File: src/rtl/cpu_pkg.sv
// cpu_pkg: shared ALU constants and types.
//   DATA_W      - datapath width (32)
//   DIV_ITERS   - restoring-division iterations, one quotient bit each
//   DIV_CNT_W   - width of the iteration counter
//   div_state_t - divider FSM states (IDLE, CALC, FIX)
//   mag()       - two's-complement magnitude with 32-bit wraparound
package cpu_pkg;

    localparam int DATA_W    = 32;
    localparam int DIV_ITERS = 32;
    localparam int DIV_CNT_W = $clog2(DIV_ITERS);

    typedef enum logic [1:0] {
        IDLE = 2'd0,
        CALC = 2'd1,
        FIX  = 2'd2
    } div_state_t;

    // |v| with wraparound: the most negative value maps to itself.
    function automatic logic [DATA_W-1:0] mag(input logic [DATA_W-1:0] v);
        return v[DATA_W-1] ? (~v + 1'b1) : v;
    endfunction

endpackage

File: src/rtl/sub32.sv
// sub32: 32-bit subtractor, diff = a - b computed as a + ~b + cin.
//   a, b  in  32 : operands
//   cin   in  1  : carry-in (1 for a true subtraction)
//   diff  out 32 : difference
//   cout  out 1  : carry-out, high when no borrow occurred (a >= b for cin=1)
module sub32
    import cpu_pkg::*;
(
    input  logic [DATA_W-1:0] a,
    input  logic [DATA_W-1:0] b,
    input  logic              cin,
    output logic [DATA_W-1:0] diff,
    output logic              cout
);

    assign {cout, diff} = {1'b0, a} + {1'b0, ~b} + {{DATA_W{1'b0}}, cin};

endmodule

File: src/rtl/div32.sv
// div32: iterative signed 32-bit restoring divider, one quotient bit per clock.
//   clock     in  1  : rising-edge clock
//   clear     in  1  : synchronous active-low reset
//   start     in  1  : request a division (sampled only while idle)
//   dividend  in  32 : signed dividend, sampled with start
//   divisor   in  32 : signed divisor, sampled with start
//   quotient  out 32 : signed quotient, truncated toward zero
//   remainder out 32 : signed remainder, sign follows dividend
//   busy      out 1  : division in progress
//   done      out 1  : one-cycle pulse when results are written
//   div_zero  out 1  : divisor was zero; held with the results
module div32
    import cpu_pkg::*;
(
    input  logic              clock,
    input  logic              clear,
    input  logic              start,
    input  logic [DATA_W-1:0] dividend,
    input  logic [DATA_W-1:0] divisor,
    output logic [DATA_W-1:0] quotient,
    output logic [DATA_W-1:0] remainder,
    output logic              busy,
    output logic              done,
    output logic              div_zero
);

    div_state_t           state, next_state;
    logic [DATA_W-1:0]    q, d, r, raw;
    logic [DIV_CNT_W-1:0] count;
    logic                 neg_q, neg_r, dz;

    // Trial subtraction on the 33-bit shifted partial remainder {top, x}.
    // When the bit shifted out of R is set the shifted value already exceeds
    // D, so the 32-bit difference is taken regardless of the borrow.
    logic              top;
    logic [DATA_W-1:0] x, diff;
    logic              no_borrow, take;

    assign top  = r[DATA_W-1];
    assign x    = {r[DATA_W-2:0], q[DATA_W-1]};
    assign take = top | no_borrow;

    sub32 u_sub (
        .a    (x),
        .b    (d),
        .cin  (1'b1),
        .diff (diff),
        .cout (no_borrow)
    );

    always_comb begin
        next_state = state;
        busy       = (state != IDLE);
        case (state)
            IDLE:    if (start) next_state = CALC;
            CALC:    if (count == DIV_CNT_W'(DIV_ITERS - 1)) next_state = FIX;
            FIX:     next_state = IDLE;
            default: next_state = IDLE;
        endcase
    end

    always_ff @(posedge clock) begin
        if (!clear) begin
            state     <= IDLE;
            q         <= '0;
            d         <= '0;
            r         <= '0;
            raw       <= '0;
            count     <= '0;
            neg_q     <= 1'b0;
            neg_r     <= 1'b0;
            dz        <= 1'b0;
            quotient  <= '0;
            remainder <= '0;
            done      <= 1'b0;
            div_zero  <= 1'b0;
        end else begin
            state <= next_state;
            done  <= 1'b0;
            case (state)
                IDLE: begin
                    if (start) begin
                        q     <= mag(dividend);
                        d     <= mag(divisor);
                        r     <= '0;
                        count <= '0;
                        neg_q <= dividend[DATA_W-1] ^ divisor[DATA_W-1];
                        neg_r <= dividend[DATA_W-1];
                        dz    <= (divisor == '0);
                        raw   <= dividend;
                    end
                end
                CALC: begin
                    r     <= take ? diff : x;
                    q     <= {q[DATA_W-2:0], take};
                    count <= count + 1'b1;
                end
                FIX: begin
                    if (dz) begin
                        quotient  <= '1;
                        remainder <= raw;
                        div_zero  <= 1'b1;
                    end else begin
                        quotient  <= neg_q ? (~q + 1'b1) : q;
                        remainder <= neg_r ? (~r + 1'b1) : r;
                        div_zero  <= 1'b0;
                    end
                    done <= 1'b1;
                end
                default: ;
            endcase
        end
    end

endmodule

File: config.mk
export PLATFORM = sky130hd
export DESIGN_NAME = div32
export DESIGN_NICKNAME = d
export VERILOG_FILES = /design/src/rtl/cpu_pkg.sv /design/src/rtl/sub32.sv /design/src/rtl/div32.sv
export SDC_FILE = /design/constraint.sdc
export NUM_CORES = 1
export LEC_CHECK = 0
export BUFFER_PORTS_ARGS = -buffer_cell sky130_fd_sc_hd__buf_2
export CORE_MARGIN = 2
export CORE_UTILIZATION = 55
export CTS_CLUSTER_DIAMETER = 120
export CTS_CLUSTER_SIZE = 30
export DETAILED_ROUTE_END_ITERATION = 8
export GPL_TIMING_DRIVEN = 0
export PLACE_DENSITY_LB_ADDON = 0.1
export SLEW_MARGIN = 20
export SYNTH_ARGS = -nofsm -noshare
export SYNTH_HDL_FRONTEND = slang
export SYNTH_SLANG_ARGS = --single-unit
File: constraint.sdc
create_clock -name clock -period 3.7 [get_ports clock]
set_input_delay 0 -clock clock [delete_from_list [all_inputs] [get_ports clock]]
set_output_delay 0 -clock clock [all_outputs]
set_load 0.005 [all_outputs]
==> out/metrics.cfg <==
[status]
outcome = finished, final reports clean

[drt]
route.detailed.drc = 0
vias_per_cell = 5.84
drt_wl_total_microns = 37400
num_vias = 11974
drt_iter0_drc = 896
dr.pass1.iters = 5
avgRoutedWirePerCell_microns = 18.2
ant_nets = 0

[die]
num_rows = 54
die_h_microns = 153
core-area_sq_um = 21800
boundaryPins = 134
die-width_microns = 153
start_util_pct = 55.9
dieArea_sq_um = 23300

[pwr]
p_total_uw = 5190
power.share.switching_pct = 33.8
clock_power_share_pct = 26.2
power_density_nw_per_um2 = 367
intPower_uw = 3430
power_frac_comb_pct = 27.7
power.share.sequential_pct = 46.1
peakVddDrop_mv = 0.257
leakagePower_uw = 0.00594
p_switching_uw = 1750

[yosys]
ys_seq_elements = 203
synth-seq-area-share_pct = 33.4
synthCells = 1561
synth_compound_area_share_pct = 26.8
yosysTopAreaCellShare_pct = 33.4
synthMuxAreaShare_pct = 2.00
synth_edf_count = 0
synth.area.top_cells = dfxtp_1 (33%), nand2_1 (9.8%), xor2_1 (7.3%), o21ai_0 (6.6%), a21boi_0 (4.1%)
synth_simple_gate_area_share_pct = 18.9
synth_top_family_by_area = compound AO/OA/AOI/OAI gates
synthArstFlopShare_pct = 0
avgSynthCellArea_sq_um = 7.79
synth_adder_area_share_pct = 4.07
yosysWarnings = 0
synth_xor_area_share_pct = 10.2
syn_area_sq_um = 12200
yosysTopAreaCell = dfxtp_1
ys.flop_type = dfxtp_1
yosys.cell_types.count = 64
syn_nets = 1667

[cells_and_area]
final_cell_mix = nand2_1 (318), dfxtp_1 (203), o21ai_0 (159)
final_common_cell = nand2_1
drive_gt1_share_pct = 10.2
area_growth_pct = 16.3
finalNonFillerCells = 2050
diodes = 0
nets = 1875

[critical_path]
cp.arrival_ns = 3.85
crit_fanout = 7
path_cells = ha_1 -> clkbuf_1 -> o21a_1 -> o211a_1 -> o41ai_1 -> a31oi_2 -> a21oi_1 -> o21ai_1 -> a31oi_1 -> a21oi_1 -> mux2_2 -> o211ai_1
crit_path_start_kind = register
cp_slowest_cell = dfxtp_1
critPathMostFrequentCell = a21oi_1
critPathRequiredTime_ns = 4.11
max_stage_delay_ns = 0.62
criticalPathCategory = reg2reg
worst_setup_path_end_kind = register

[sta]
slew_viol_final = 0
maxSlewHeadroom_pct = 48.5
hold_ws_ns = 0.0433
max_freq_ghz = 0.291
finalCritPeriodShare_pct = 92.9
worst_pin_slew_ns = 0.773
setup_viol = 0
fin_skew_ns = 0.0390
period_needed_ns = 3.44
final-hold-violation-count = 0

[global_route]
grt_pass1_wl_microns = 58900
grt-ovfl-total = 0
grt_max_degree = 31
grt_pass1_vias = 11283
track_usage_pct = 31.0
grt_antenna_before_repair = 0

[placed_design]
dp_hpwl_microns = 28500
place_inst = 1974
gp_congestion = 0.906
port_buffers = 133

[run]
maxCapViolations = 0

[worst_hold_path]
min_path_type = in2reg

[clock_tree]
tritoncts = done
numCtsBuffers = 11
root_buffer = clkbuf_16
clock-sinks = 203
clk_latency_ns = 0.48
cts_setup_buffers = 0
htree_num_levels = 1
clk_pin_slew_ns = 0.12
clk_path_buf_depth = 3

registers in the layout (all words and copies together), names as in the netlist, 2 cells and up:
name,flops
raw,32
d,32
r,32
quotient,32
count,5
remainder,32
state,2
q,32
cell families after synthesis:
kind of cell               after synthesis
buffers and inverters                  149
xor gates and xnor gates               141
DFF                                    203
and+or+nand+nor                        509
AOI/OAI and AO/OA                      496
adders and majority gates               39
muxes                                   24
final timing paths:
| path | startpoint | end | slack, ns | depth (start not counted) |
|---|---|---|---|---|
| setup / recovery | r[5] | r[28] | 0.26 | 12 |
| hold / removal | divisor[31] | d[4] | 0.04 | 5 |
| setup reg to reg | r[5] | r[28] | 0.26 | 12 |
| hold reg to reg | remainder[15] | remainder[15] | 0.47 | 2 |
synth_stat cells, drive strengths merged, types with 4 or more instances:
library cell,n
a21boi,67
a21o,17
a21oi,84
a221oi,5
a22oi,26
a31oi,11
and2,21
and3,8
buf,13
clkbuf,88
dfxtp,203
ha,38
inv,48
mux2i,22
nand2,318
nand2b,11
nand3,18
nand4,8
nor2,48
nor2b,13
nor3,15
nor4,11
o211a,35
o211ai,7
o21a,9
o21ai,162
o31ai,32
o41ai,16
or2,4
or3,20
or4,11
xnor2,40
xor2,101
critical path, delay by kind of cell, from the launching register on:
kind | cells | cell delay [ns]
AO/OA/AOI/OAI | 9 | 1.95
adder cells (fa/ha/maj) | 1 | 0.31
buffers and inverters | 1 | 0.20
multiplexers | 1 | 0.28
flip-flops | 1 | 0.62
routing by layer:
metal | track usage, % | share of wire, % | vias to the layer above
met5 | 0 | 0 | -
met4 | 12.0 | 3.8 | 0
met3 | 3.47 | 6.1 | 68
met2 | 52.3 | 46 | 390
met1 | 40.9 | 44 | 5623
li1 | - | - | 5893
power groups by stage:
stage | sequential (uW) | clock, uW | combinational (uW)
finish | 2390 | 1360 | 1440
global route | 2410 | 1450 | 1590
CTS | 2390 | 1380 | 1410
detailed placement | 2440 | 0 | 1350
global placement | 2440 | 0 | 1330
floorplan | 2400 | 0 | 989
stage by stage:
stage	cell area (sq um)	TNS [ns]	worst slack [ns]	util (%)
2_1_floorplan	12200	0	0.650	-
3_3_place_gp	13200	0	0.0742	60.6
3_5_place_dp	13200	0	0.0559	60.6
4_1_cts	14100	0	0.0107	64.9
5_1_grt	14100	-0.0783	-0.0427	65.0
6_report	14100	0	0.263	65.0
what timing repair did:
item,CTS,global route
endpoints found under the setup margin,0,31
hold buffers,62,0
endpoints found under the hold margin,83,0
gates resized for setup,0,8
cell type report:
cell class	instances	area, sq um
plain buffers	101	395
clock buffers	11	275
clock inverters	3	51.3
fillers	1975	7610
inverters	48	180
multi-input cells	1209	7540
flip-flops and latches	203	4060
well taps	280	350
repair buffers	195	1290
(Power assumes the default switching activity.)
